[config.mk]
export PLATFORM = sky130hd
export DESIGN_NAME = pwm_core
export DESIGN_NICKNAME = d
export VERILOG_FILES = /design/src/rtl/pwm_prescaler.sv /design/src/rtl/pwm_core.sv
export SDC_FILE = /design/constraint.sdc
export NUM_CORES = 1
export LEC_CHECK = 0
export BUFFER_PORTS_ARGS = -buffer_cell sky130_fd_sc_hd__buf_2
export CAP_MARGIN = 20
export CELL_PAD_IN_SITES_DETAIL_PLACEMENT = 0
export CELL_PAD_IN_SITES_GLOBAL_PLACEMENT = 1
export CORE_ASPECT_RATIO = 2
export CORE_MARGIN = 3
export CORE_UTILIZATION = 38
export CTS_CLUSTER_DIAMETER = 50
export DETAILED_ROUTE_END_ITERATION = 10
export GPL_TIMING_DRIVEN = 0
export PLACE_DENSITY = 0.85
export REMOVE_ABC_BUFFERS = 1
export SETUP_SLACK_MARGIN = 0.1
export SLEW_MARGIN = 15
export SYNTH_ARGS = -nofsm -noshare
export SYNTH_HDL_FRONTEND = slang
export SYNTH_HIERARCHICAL = 1
export SYNTH_SLANG_ARGS = --single-unit
export TNS_END_PERCENT = 1
[constraint.sdc]
create_clock -name clk_i -period 8.32 [get_ports clk_i]
set_input_delay 1.664 -clock clk_i [delete_from_list [all_inputs] [get_ports clk_i]]
set_output_delay 1.664 -clock clk_i [all_outputs]
set_load 0.05 [all_outputs]
[src/rtl/pwm_prescaler.sv]
// Prescaler for pwm_core: clamps the divide value to a safe minimum and emits
// a one-cycle tick every eff_pscr enabled clocks.
`ifndef PWM_PSCR_WIDTH
  `define PWM_PSCR_WIDTH 16
`endif
`ifndef PWM_PSCR_MIN_VAL
  `define PWM_PSCR_MIN_VAL 2
`endif

module pwm_prescaler (
  input  logic                       clk_i,
  input  logic                       rst_n_i,
  input  logic                       en_i,
  input  logic [`PWM_PSCR_WIDTH-1:0] pscr_i,
  output logic                       tick_o
);

  localparam int PW = `PWM_PSCR_WIDTH;
  localparam logic [PW-1:0] PSCR_MIN = PW'(`PWM_PSCR_MIN_VAL);

  logic [PW-1:0] psc_q;
  logic [PW-1:0] eff_pscr;

  always_comb begin
    eff_pscr = (pscr_i < PSCR_MIN) ? PSCR_MIN : pscr_i;
    // >= so that shrinking pscr_i below the running count ends the interval
    // on the next cycle instead of wrapping through the full counter range.
    tick_o = en_i && (psc_q >= (eff_pscr - PW'(1)));
  end

  always_ff @(posedge clk_i) begin
    if (!rst_n_i) begin
      psc_q <= '0;
    end else if (!en_i || tick_o) begin
      psc_q <= '0;
    end else begin
      psc_q <= psc_q + PW'(1);
    end
  end

endmodule

[src/rtl/pwm_core.sv]
// Timebase and compare engine of the 4-channel PWM: prescaled up-counter that
// wraps at CMP, edge-aligned outputs, overflow flag and IRQ. PWM_SHADOW_EN
// enables period-boundary shadowing of CMP and CR0-3.
`ifndef PWM_CNT_WIDTH
  `define PWM_CNT_WIDTH 16
`endif
`ifndef PWM_CMP_WIDTH
  `define PWM_CMP_WIDTH 16
`endif
`ifndef PWM_CRX_WIDTH
  `define PWM_CRX_WIDTH 16
`endif
`ifndef PWM_PSCR_WIDTH
  `define PWM_PSCR_WIDTH 16
`endif

module pwm_core #(
  parameter int CH_NUM = 4,
  parameter int CNT_W  = `PWM_CNT_WIDTH
) (
  input  logic                                    clk_i,
  input  logic                                    rst_n_i,
  input  logic                                    en_i,
  input  logic                                    ovie_i,
  input  logic [`PWM_PSCR_WIDTH-1:0]              pscr_i,
  input  logic [`PWM_CMP_WIDTH-1:0]               cmp_i,
  input  logic [CH_NUM-1:0][`PWM_CRX_WIDTH-1:0]   cr_i,
  input  logic                                    ovif_clr_i,
  output logic [CNT_W-1:0]                        cnt_o,
  output logic                                    ovif_o,
  output logic [CH_NUM-1:0]                       pwm_o,
  output logic                                    irq_o
);

  logic                                  tick;
  logic                                  overflow;
  logic                                  ovif_next;
  logic [CNT_W-1:0]                      cnt_q;
  logic                                  ovif_q;
  logic                                  irq_q;
  logic [CH_NUM-1:0]                     pwm_q;
  logic [CH_NUM-1:0]                     pwm_d;
  logic [`PWM_CMP_WIDTH-1:0]             cmp_eff;
  logic [CH_NUM-1:0][`PWM_CRX_WIDTH-1:0] cr_eff;

  pwm_prescaler u_prescaler (
    .clk_i   (clk_i),
    .rst_n_i (rst_n_i),
    .en_i    (en_i),
    .pscr_i  (pscr_i),
    .tick_o  (tick)
  );

  always_comb begin
    overflow  = tick && (cnt_q >= cmp_eff);
    ovif_next = overflow || (ovif_q && !ovif_clr_i);
    pwm_d     = '0;
    for (int i = 0; i < CH_NUM; i++) begin
      pwm_d[i] = en_i && (cnt_q < cr_eff[i]);
    end
  end

`ifdef PWM_SHADOW_EN
  logic [`PWM_CMP_WIDTH-1:0]             cmp_sh;
  logic [CH_NUM-1:0][`PWM_CRX_WIDTH-1:0] cr_sh;

  // Reload while idle too, so the first period after enable uses fresh values.
  always_ff @(posedge clk_i) begin
    if (!rst_n_i) begin
      cmp_sh <= '0;
      cr_sh  <= '0;
    end else if (overflow || !en_i) begin
      cmp_sh <= cmp_i;
      cr_sh  <= cr_i;
    end
  end

  assign cmp_eff = cmp_sh;
  assign cr_eff  = cr_sh;
`else
  assign cmp_eff = cmp_i;
  assign cr_eff  = cr_i;
`endif

  always_ff @(posedge clk_i) begin
    if (!rst_n_i) begin
      cnt_q  <= '0;
      ovif_q <= 1'b0;
      irq_q  <= 1'b0;
      pwm_q  <= '0;
    end else begin
      if (!en_i) begin
        cnt_q <= '0;
      end else if (tick) begin
        cnt_q <= overflow ? '0 : cnt_q + CNT_W'(1);
      end
      ovif_q <= ovif_next;
      irq_q  <= ovif_next && ovie_i;
      pwm_q  <= pwm_d;
    end
  end

  assign cnt_o  = cnt_q;
  assign ovif_o = ovif_q;
  assign pwm_o  = pwm_q;
  assign irq_o  = irq_q;

endmodule

==> results.py, run 1 <==
metrics = {
    "timing": {
        "period_minus_slack_ns": 7.32,
        "setup_tns_ns": 0,
        "slew_headroom_pct": 54.8,
        "setup_viol": 0,
        "finalHoldViolations": 0,
        "hold_ws_ns": 0.498,
        "max_freq_ghz": 0.137,
        "fin_ws_ns": 1.00,
        "maxSlewViolCount": 0,
        "finClkSkew_ns": 0.00345,
        "worstMarginPinSlew_ns": 0.675,
        "period_share_pct": 87.9,
        "rsz0062_at_grt": "false",
    },
    "clocking": {
        "hold_buffers": 0,
        "cts_buffer_depth": 2,
        "clock-sinks": 38,
        "cts_buffers": 5,
        "ctsRootBufferMaster": "clkbuf_16",
        "cts_resized": 0,
        "cts_max_level": 2,
        "clkTransAtPathRegs_ns": 0.06,
        "clock_latency_ns": 0.28,
        "cts_tree": "done",
        "postCtsSetupBuffers": 0,
    },
    "detailed_routing": {
        "drc": 0,
        "postRouteAntennaNets": 0,
        "wl_per_cell_microns": 14.6,
        "wirelength_microns": 11200,
        "drt-initial-drc-count": 77,
        "vias": 3968,
        "dr.pass1.iters": 4,
        "via_per_inst": 5.17,
    },
    "floorplanning": {
        "rows": 52,
        "core_area_sq_um": 10300,
        "start_util_pct": 39.6,
        "ios": 123,
        "die_height_microns": 152,
        "dieWidth_microns": 79.2,
        "dieArea_sq_um": 12100,
    },
    "synthesis": {
        "synth_edf_count": 0,
        "synth-seq-cells": 38,
        "syn_area_sq_um": 4070,
        "yosysSeqAreaShare_pct": 18.7,
        "yosysUniqueCellTypes": 48,
        "yosys_most_used_dff": "dfxtp_1",
        "ys_warn_count": 6,
        "syn_inst": 507,
        "async_flop_share_pct": 0,
        "avgSynthCellArea_sq_um": 8.04,
    },
    "cells_and_area": {
        "nets": 827,
        "n_antenna_cell": 0,
        "drive_above_1_share_pct": 22.9,
        "area_growth_pct": 22.0,
    },
    "worst_setup_path": {
        "crit_family": "simple AND/OR/NAND/NOR gates",
        "cp_cell_sequence": "buf_2, or4_1, or3_1, or3_4, o31ai_2, ha_1, nand2b_1, or2_2, nor2_1, nand3_1, xor2_1, ha_1, nand4_1, nor2_1, or4b_2, a31oi_1, and3_1, and4_1, nand3_1, xor2_1, nor2_1",
        "r2r_setup_slack_ns": 4.90,
        "rr_endpoint": "cnt_o[7]$_SDFFE_PN0P_",
        "required_ns": 8.47,
        "worstReg2RegStart": "u_prescaler/psc_q[13]$_SDFF_PP0_",
        "critical_path_class": "in2reg",
        "critPathMaxFanout": 7,
        "endpoint_kind": "register",
        "path_buf_inv": 1,
        "crit_top_cell": "nor2_1",
        "reg2reg_depth": 10,
        "slowest_delay_ns": 0.68,
        "critPathLaunchType": "input pin",
        "cp_slowest_cell": "or4b_2",
        "worstPathArrival_ns": 7.47,
        "worst-path-stages": 21,
    },
    "global_routing": {
        "grt_start_max_net_pins": 17,
        "grt-ovfl-total": 0,
        "antenna_found_initial": 0,
        "grt_pass1_vias": 4244,
        "grt_pass1_wl_microns": 19100,
        "grt_usage_pct": 19.6,
    },
    "power": {
        "p_leak_uw": 0.00280,
        "power_switching_uw": 118,
        "swShare_pct": 25.7,
        "combPwrFrac_pct": 18.2,
        "p_clk_share_pct": 41.6,
        "pwr-share-seq_pct": 40.2,
        "peakVddDrop_v": 0.0000697,
        "power_density_nw_per_um2": 92.5,
        "p_int_uw": 341,
    },
    "job": {
        "maxCapViolCount": 0,
    },
    "hold_path": {
        "min_path_type": "reg2reg",
        "min_from": "u_prescaler/psc_q[0]$_SDFF_PP0_",
        "hold_path_end": "u_prescaler/psc_q[0]$_SDFF_PP0_",
        "whs_path_depth": 1,
    },
    "outcome": {
        "status": "finished clean",
    },
    "placement": {
        "dp_slack_ns": 0.682,
        "dp_hpwl_microns": 9690,
        "io_buffers": 122,
        "place.gp.congestion": 0.893,
    },
}
-- metrics by stage --
stage | total power, uW | cell area (sq um) | util [%] | cells
2_1_floorplan | 233 | 4040 | - | 502
3_3_place_gp | 270 | 4820 | 46.9 | 759
3_5_place_dp | 273 | 4820 | 46.9 | 759
4_1_cts | 464 | 4970 | 48.3 | 767
5_1_grt | 486 | 4970 | 48.3 | 767
6_report | 460 | 4970 | 48.3 | 767
-- power groups by stage --
stage               Sequential (uW)  Clock (uW)  Combinational, uW
CTS                             185         195               85.2
global route                    185         204               97.4
detailed placement              189           0               84.6
floorplan                       192           0               41.4
finish                          185         191               83.8
global placement                189           0               81.8
-- per-layer routing --
| layer | GRT usage (%) | vias up | part of all wire, % |
|---|---|---|---|
| met2 | 39.1 | 111 | 57 |
| met4 | 8.93 | 0 | 4.1 |
| met5 | 0 | - | 0 |
| li1 | - | 2018 | - |
| met3 | 2.49 | 31 | 3.9 |
| met1 | 18.9 | 1808 | 35 |
-- placed cells by master, fill, tap and decap left out, types with 2 or more instances in the layout --
cell       synthesis  layout
or4_1              2       2
a31oi_1            5       5
and2_1             2       2
a21o_1            17      17
xnor2_1           16      16
a211oi_1          10      10
nor3_1            13      13
clkbuf_16          0       5
o21ai_0           17      17
dfxtp_1           38      38
ha_1              95      95
or3_1              2       2
xor2_1            23      23
o31ai_1            4       4
and4_1             3       3
inv_1             84      84
nand4_1           16      16
nor3_2             2       2
a2111oi_0          2       2
and3_1             8       8
nand3_1           15      15
buf_2              4     122
nand2_1           21      21
nor2_1            53      53
o21bai_1           2       2
a21oi_1           15      15
nand2b_1           9       9
a211o_1            3       3
nor4_1             6       6
-- worst register-to-register path, cell delays in order, from the launching register on --
cell and delay (ns):
dfxtp_1 0.33, ha_1 0.30, nand4_1 0.15, nor2_1 0.21, or4b_2 0.68, a31oi_1 0.58, and3_1 0.30, and4_1 0.38
nand3_1 0.15, xor2_1 0.18, nor2_1 0.06
-- cell usage after synthesis, types with 2 or more instances --
| cell | n | area share (%) |
|---|---|---|
| and2_1 | 2 | 0.31 |
| buf_2 | 4 | 0.49 |
| ha_1 | 95 | 29 |
| xnor2_1 | 16 | 3.4 |
| or4_1 | 2 | 0.37 |
| and4_1 | 3 | 0.65 |
| nand2b_1 | 9 | 1.4 |
| dfxtp_1 | 38 | 19 |
| inv_1 | 84 | 7.7 |
| nor3_2 | 2 | 0.49 |
| a2111oi_0 | 2 | 0.43 |
| o31ai_1 | 4 | 0.74 |
| a21oi_1 | 15 | 1.8 |
| nand2_1 | 21 | 1.9 |
| a211oi_1 | 10 | 1.8 |
| nand4_1 | 16 | 2.5 |
| o21bai_1 | 2 | 0.37 |
| nor3_1 | 13 | 1.6 |
| xor2_1 | 23 | 4.9 |
| nand3_1 | 15 | 1.8 |
| nor2_1 | 53 | 4.9 |
| o21ai_0 | 17 | 2.1 |
| and3_1 | 8 | 1.2 |
| a31oi_1 | 5 | 0.77 |
| a21o_1 | 17 | 3.1 |
| nor4_1 | 6 | 0.92 |
| or3_1 | 2 | 0.31 |
| a211o_1 | 3 | 0.65 |
-- cells by family (layout without fill, tap and decap cells) --
family	after synthesis	count (layout)	synth area share (%)
buffers and inverters	89	214	8.51
flip-flops	38	38	18.7
adder cells (fa/ha/maj)	95	95	29.2
AND/OR/NAND/NOR	160	160	20.3
multiplexers	1	1	0.246
XOR/XNOR	40	40	8.78
AO/OA/AOI/OAI	84	84	14.3
-- layout make-up --
class	count	area (sq um)
fillers	1094	5310
multi-input cells	380	2970
repair buffers	122	611
flip-flops and latches	38	761
clock buffers	7	143
clock inverters	1	5.00
inverters	84	315
well taps	135	169
-- state kept, by name (all words and copies together), names as in the netlist --
signal and cells:
pwm_o 4, irq_o 1, ovif_o 1, cnt_o 16, u_prescaler/psc_q 16
-- worst max path at each step --
stage,start,to
2_1_floorplan,pscr_i[10],cnt_o[15]$_SDFFE_PN0P_
3_3_place_gp,pscr_i[10],cnt_o[15]$_SDFFE_PN0P_
3_5_place_dp,pscr_i[10],cnt_o[7]$_SDFFE_PN0P_
4_1_cts,pscr_i[10],cnt_o[7]$_SDFFE_PN0P_
5_1_grt,pscr_i[10],cnt_o[15]$_SDFFE_PN0P_
6_report,pscr_i[10],cnt_o[7]$_SDFFE_PN0P_
No activity file was read; power rests on OpenSTA's default activity.
==> inputs of run 2 (changes only) <==
Settings changed: CORE_UTILIZATION 38 to 30, PLACE_DENSITY 0.85 to 0.71.
==> run 2 against run 1 <==
- routed wire length rose by 4.7%
- clock skew rose by 0.0032 ns
- non-clock buffer count did not move
- hold slack got worse by 0.010 ns
- core utilization fell by 10 points
- flip-flop and latch count did not move
- die area rose by 25%
- global-route usage fell by 3.6 points
- critical path type unchanged
- largest cell class unchanged
==> results.py, run 2 (synthesis gave the netlist of run 1 again) <==
metrics = {
    "floorplanning": {
        "start_util_pct": 31.0,
        "core_area_sq_um": 13100,
        "die_height_microns": 171,
        "dieArea_sq_um": 15100,
        "rows": 59,
        "ios": 123,
        "dieWidth_microns": 88.4,
    },
    "clocking": {
        "clkTransAtPathRegs_ns": 0.05,
        "cts_buffer_depth": 2,
        "ctsRootBufferMaster": "clkbuf_16",
        "cts_max_level": 2,
        "postCtsSetupBuffers": 0,
        "cts_resized": 0,
        "hold_buffers": 0,
        "cts_buffers": 5,
        "cts_tree": "done",
        "clock_latency_ns": 0.29,
        "clock-sinks": 38,
    },
    "global_routing": {
        "met2_usage_pct": 33.0,
        "grt.busiest_layer": "met2",
        "antenna_found_initial": 2,
        "grt_usage_pct": 16.0,
        "grt_pass1_wl_microns": 18700,
        "grt-ovfl-total": 0,
        "grt_pass1_vias": 4073,
        "grt_start_max_net_pins": 17,
        "grt_use_met1_pct": 14.7,
        "use_met3_pct": 2.17,
    },
    "worst_setup_path": {
        "critical_path_class": "in2reg",
        "crit_start": "pscr_i[10]",
        "worstPathArrival_ns": 7.49,
        "critPathLaunchType": "input pin",
        "rr_endpoint": "cnt_o[15]$_SDFFE_PN0P_",
        "critPathCapture": "cnt_o[15]$_SDFFE_PN0P_",
        "endpoint_kind": "register",
        "reg2reg_depth": 10,
        "worstReg2RegStart": "u_prescaler/psc_q[13]$_SDFF_PP0_",
        "r2r_setup_slack_ns": 4.86,
        "critPathMaxFanout": 7,
        "required_ns": 8.47,
    },
    "hold_path": {
        "min_path_type": "reg2reg",
    },
    "timing": {
        "slew_headroom_pct": 46.6,
        "hold_ws_ns": 0.488,
        "fin_ws_ns": 0.984,
        "setup_viol": 0,
        "max_freq_ghz": 0.136,
        "setup_tns_ns": 0,
        "finClkSkew_ns": 0.00664,
        "maxSlewViolCount": 0,
        "period_minus_slack_ns": 7.34,
        "rsz0062_at_grt": "false",
        "finalHoldViolations": 0,
        "worstMarginPinSlew_ns": 0.797,
        "period_share_pct": 88.2,
    },
    "power": {
        "peakVddDrop_v": 0.0000667,
        "p_int_uw": 395,
        "combPwrFrac_pct": 16.2,
        "p_clk_share_pct": 48.2,
        "pwr-share-seq_pct": 35.5,
        "power_switching_uw": 124,
        "power_density_nw_per_um2": 103,
        "swShare_pct": 23.9,
        "p_leak_uw": 0.00282,
    },
    "cells_and_area": {
        "layout_common_cells": "buf_2, ha_1, inv_1",
        "final_common_cell": "buf_2",
        "nets": 827,
        "area_growth_pct": 23.8,
        "design_area_sq_um": 5040,
        "drive_above_1_share_pct": 23.1,
    },
    "placement": {
        "dp_hpwl_microns": 10300,
        "placed_cell_area_sq_um": 4840,
        "io_buffers": 122,
        "place.gp.congestion": 0.805,
        "dp_slack_ns": 0.635,
    },
    "detailed_routing": {
        "drc": 0,
        "dr.pass1.iters": 4,
        "vias": 3910,
        "wl_per_cell_microns": 15.0,
        "postRouteAntennaNets": 0,
        "drt-initial-drc-count": 90,
        "via_per_inst": 4.97,
        "wirelength_microns": 11800,
    },
    "job": {
        "maxCapViolCount": 0,
    },
    "outcome": {
        "status": "finished clean",
    },
}
run 2: cell types whose count changed in the layout (fill, tap and decap cells not counted), sizes merged:
cell | previous run | this run
diode | 0 | 2
bufinv | 0 | 2
clkbuf | 7 | 5
run 2: per-layer routing:
metal,wire [microns],up-vias,share of wire (%)
li1,-,2013,-
met1,4030,1782,34
met2,6920,93,59
met3,451,22,3.8
met4,367,0,3.1
met5,0,-,0
run 2: area by class of cell:
cell class,instances,area [sq um]
diodes,2,5.00
well taps,152,190
fillers,1435,8100
clock inverters,3,68.8
clock buffers,5,125
inverters,84,315
repair buffers,122,611
flip-flops and latches,38,761
multi-input cells,380,2970
run 2: worst max-delay path: stages:
cell and delay, ns:
buf_2 0.11, or4_1 0.54, or3_1 0.43, or3_4 0.43
o31ai_2 0.25, ha_1 0.23, nand2b_1 0.10, or2_2 0.31
nor2_1 0.19, nand3_1 0.12, xor2_1 0.16, ha_1 0.27
nand4_1 0.13, nor2_1 0.20, or4b_2 0.65, a31oi_1 0.65
and3_1 0.33, and4_1 0.35, nand4_1 0.14, xor2_1 0.16
nor2_1 0.05
run 2: through the flow:
step,cells,util (%),power (uW)
after detailed placement,776,36.9,274
after global routing,786,38.4,544
after global placement,776,36.9,271
after CTS,784,38.3,528
final,786,38.4,519
after floorplan,502,-,233
run 2: power groups by stage:
stage	Clock (uW)	Sequential, uW	Combinational (uW)
floorplan	0	192	41.4
global placement	0	188	82.5
detailed placement	0	188	85.2
CTS	257	184	85.9
global route	263	185	96.2
finish	250	184	84.2
run 2: worst min-delay path by stage:
stage                                                from                              end  cells after the start
after floorplan           u_prescaler/psc_q[0]$_SDFF_PP0_  u_prescaler/psc_q[0]$_SDFF_PP0_                      1
final                     u_prescaler/psc_q[0]$_SDFF_PP0_  u_prescaler/psc_q[0]$_SDFF_PP0_                      1
after global placement    u_prescaler/psc_q[0]$_SDFF_PP0_  u_prescaler/psc_q[0]$_SDFF_PP0_                      1
after detailed placement  u_prescaler/psc_q[0]$_SDFF_PP0_  u_prescaler/psc_q[0]$_SDFF_PP0_                      1
after CTS                 u_prescaler/psc_q[0]$_SDFF_PP0_  u_prescaler/psc_q[0]$_SDFF_PP0_                      1
after global routing      u_prescaler/psc_q[0]$_SDFF_PP0_  u_prescaler/psc_q[0]$_SDFF_PP0_                      1
==> inputs of run 3 (changes only) <==
--- a/config.mk
+++ b/config.mk
@@ -14,2 +14,3 @@
 export CORE_UTILIZATION = 30
+export CTS_BUF_LIST = sky130_fd_sc_hd__clkbuf_4
 export CTS_CLUSTER_DIAMETER = 50
==> constraint.sdc (replaced) <==
create_clock -name clk_i -period 8.32 [get_ports clk_i]
set_input_delay 0.832 -clock clk_i [delete_from_list [all_inputs] [get_ports clk_i]]
set_output_delay 0.832 -clock clk_i [all_outputs]
set_load 0.05 [all_outputs]
==> run 3 against run 2 <==
- power decreased by 17%
- sequential share of layout area increased by 0.27 points
- via count decreased by 0.41%
==> results.py, run 3 (synthesis gave the netlist of run 1 again) <==
metrics = {
    "outcome": {
        "status": "finished clean",
    },
    "cells_and_area": {
        "final_common_cell": "buf_2",
        "nets": 827,
        "final_util_pct": 37.7,
        "final_cell_count_no_fill": 786,
        "regArea_sq_um": 761,
        "multi_input_area_sq_um": 2970,
        "layout_common_cells": "buf_2, ha_1, inv_1",
        "area_growth_pct": 21.6,
        "num-fill-cells": 1447,
        "drive_above_1_share_pct": 23.1,
    },
    "hold_path": {
        "min_path_type": "reg2reg",
        "hold_path_end": "u_prescaler/psc_q[0]$_SDFF_PP0_",
        "whs_path_depth": 1,
        "min_from": "u_prescaler/psc_q[0]$_SDFF_PP0_",
    },
    "floorplanning": {
        "core_area_sq_um": 13100,
        "dieArea_sq_um": 15100,
        "dieWidth_microns": 88.4,
        "start_util_pct": 31.0,
        "die_height_microns": 171,
        "ios": 123,
        "rows": 59,
    },
    "detailed_routing": {
        "drt-initial-drc-count": 94,
        "dr.pass1.iters": 4,
        "wirelength_microns": 11700,
        "drc": 0,
        "via_per_inst": 4.95,
        "postRouteAntennaNets": 0,
        "wl_per_cell_microns": 14.9,
        "vias": 3894,
    },
    "power": {
        "peakVddDrop_v": 0.0000487,
        "p_leak_uw": 0.00279,
        "power_density_nw_per_um2": 87.1,
    },
    "clocking": {
        "hold_buffers": 0,
        "clkTransAtPathRegs_ns": 0.11,
        "clock-sinks": 38,
        "postCtsSetupBuffers": 0,
        "cts_buffer_depth": 2,
        "cts_tree": "done",
        "cts_max_level": 2,
        "ctsRootBufferMaster": "clkbuf_4",
        "cts_buffers": 5,
        "clock_latency_ns": 0.37,
        "cts_resized": 0,
    },
    "placement": {
        "dp_cells": 776,
        "place.gp.congestion": 0.805,
        "dp_hpwl_microns": 10300,
        "io_buffers": 122,
    },
    "worst_setup_path": {
        "slowest_delay_ns": 0.65,
        "required_ns": 8.56,
        "endpoint_kind": "register",
        "critPathMaxFanout": 7,
        "critPathLaunchType": "input pin",
        "worstPathArrival_ns": 6.66,
        "worstReg2RegStart": "u_prescaler/psc_q[13]$_SDFF_PP0_",
        "cp_slowest_cell": "or4b_2",
        "crit_top_cell": "nor2_1",
        "r2r_setup_slack_ns": 4.85,
        "critical_path_class": "in2reg",
        "path_buf_inv": 1,
        "reg2reg_depth": 10,
        "cp_cell_sequence": "buf_2, or4_1, or3_1, or3_4, o31ai_2, ha_1, nand2b_1, or2_2, nor2_1, nand3_1, xor2_1, ha_1, nand4_1, nor2_1, or4b_2, a31oi_1, and3_1, and4_1, nand4_1, xor2_1, nor2_1",
        "crit_family": "simple AND/OR/NAND/NOR gates",
        "rr_endpoint": "cnt_o[15]$_SDFFE_PN0P_",
    },
    "global_routing": {
        "grt_pass1_wl_microns": 18700,
        "grt_start_max_net_pins": 17,
        "grt_pass1_vias": 4065,
        "grt_usage_pct": 16.0,
        "antenna_found_initial": 2,
        "grt-ovfl-total": 0,
    },
    "timing": {
        "finalHoldViolations": 0,
        "slew_headroom_pct": 46.5,
        "maxSlewViolCount": 0,
        "max_freq_ghz": 0.156,
        "rsz0062_at_grt": "false",
        "finClkSkew_ns": 0.0154,
        "setup_viol": 0,
        "setup_tns_ns": 0,
        "period_share_pct": 77.1,
        "worstMarginPinSlew_ns": 0.799,
        "period_minus_slack_ns": 6.42,
    },
    "job": {
        "maxCapViolCount": 0,
    },
}
-- run 3: cell count changes in the layout (fill, tap and decap cells not counted) --
cell | previous run | this run
clkbuf_16 | 5 | 0
clkbuf_4 | 0 | 5
-- run 3: area by class of cell --
type,count,share of cell area (%)
Timing Repair Buffer,122,12.3
Clock inverter,3,1.39
Sequential cell,38,15.4
Clock buffer,5,0.758
Antenna cell,2,0.101
Multi-Input combinational cell,380,59.9
Tap cell,152,3.84
Inverter,84,6.36
-- run 3: metrics by stage --
step / total power [uW] / setup slack [ns] / hold slack [ns] / instance area [sq um]
6_report: 431 / 1.90 / 0.502 / 4950
5_1_grt: 458 / 1.54 / 0.530 / 4950
4_1_cts: 440 / 1.87 / 0.508 / 4950
3_5_place_dp: 274 / 1.47 / 0.482 / 4840
3_3_place_gp: 271 / 1.53 / 0.457 / 4840
2_1_floorplan: 233 / 2.46 / 0.441 / 4040
-- run 3: report_power, final --
part	leakage, uW	internal (uW)	switching, uW
Combinational	0.00242	39.1	45.1
Clock	0.0000554	94.0	68.7
Sequential	0.000307	183	1.00
-- run 3: how the worst max path moves through the flow --
| stage | start | to | slack (ns) | depth (start not counted) |
|---|---|---|---|---|
| 2_1_floorplan | pscr_i[10] | cnt_o[15]$_SDFFE_PN0P_ | 2.46 | 20 |
| 3_3_place_gp | pscr_i[10] | cnt_o[15]$_SDFFE_PN0P_ | 1.53 | 21 |
| 3_5_place_dp | pscr_i[10] | cnt_o[15]$_SDFFE_PN0P_ | 1.47 | 21 |
| 4_1_cts | pscr_i[10] | cnt_o[15]$_SDFFE_PN0P_ | 1.87 | 21 |
| 5_1_grt | pscr_i[10] | cnt_o[11]$_SDFFE_PN0P_ | 1.54 | 21 |
| 6_report | pscr_i[10] | cnt_o[15]$_SDFFE_PN0P_ | 1.90 | 21 |
-- run 3: worst reg2reg max path: stages, from the launching register on --
cell	delay (ns)
dfxtp_1	0.36
ha_1	0.30
nand4_1	0.15
nor2_1	0.20
or4b_2	0.65
a31oi_1	0.65
and3_1	0.33
and4_1	0.35
nand4_1	0.14
xor2_1	0.16
nor2_1	0.05
-- run 3: per-layer routing --
metal,wire length (microns),global-route usage (%),vias to the layer above,share of wire (%)
met1,4040,14.7,1772,35
met2,6900,33.1,87,59
li1,-,-,2014,-
met5,0,0,-,0
met4,348,6.25,0,3.0
met3,429,2.17,21,3.7
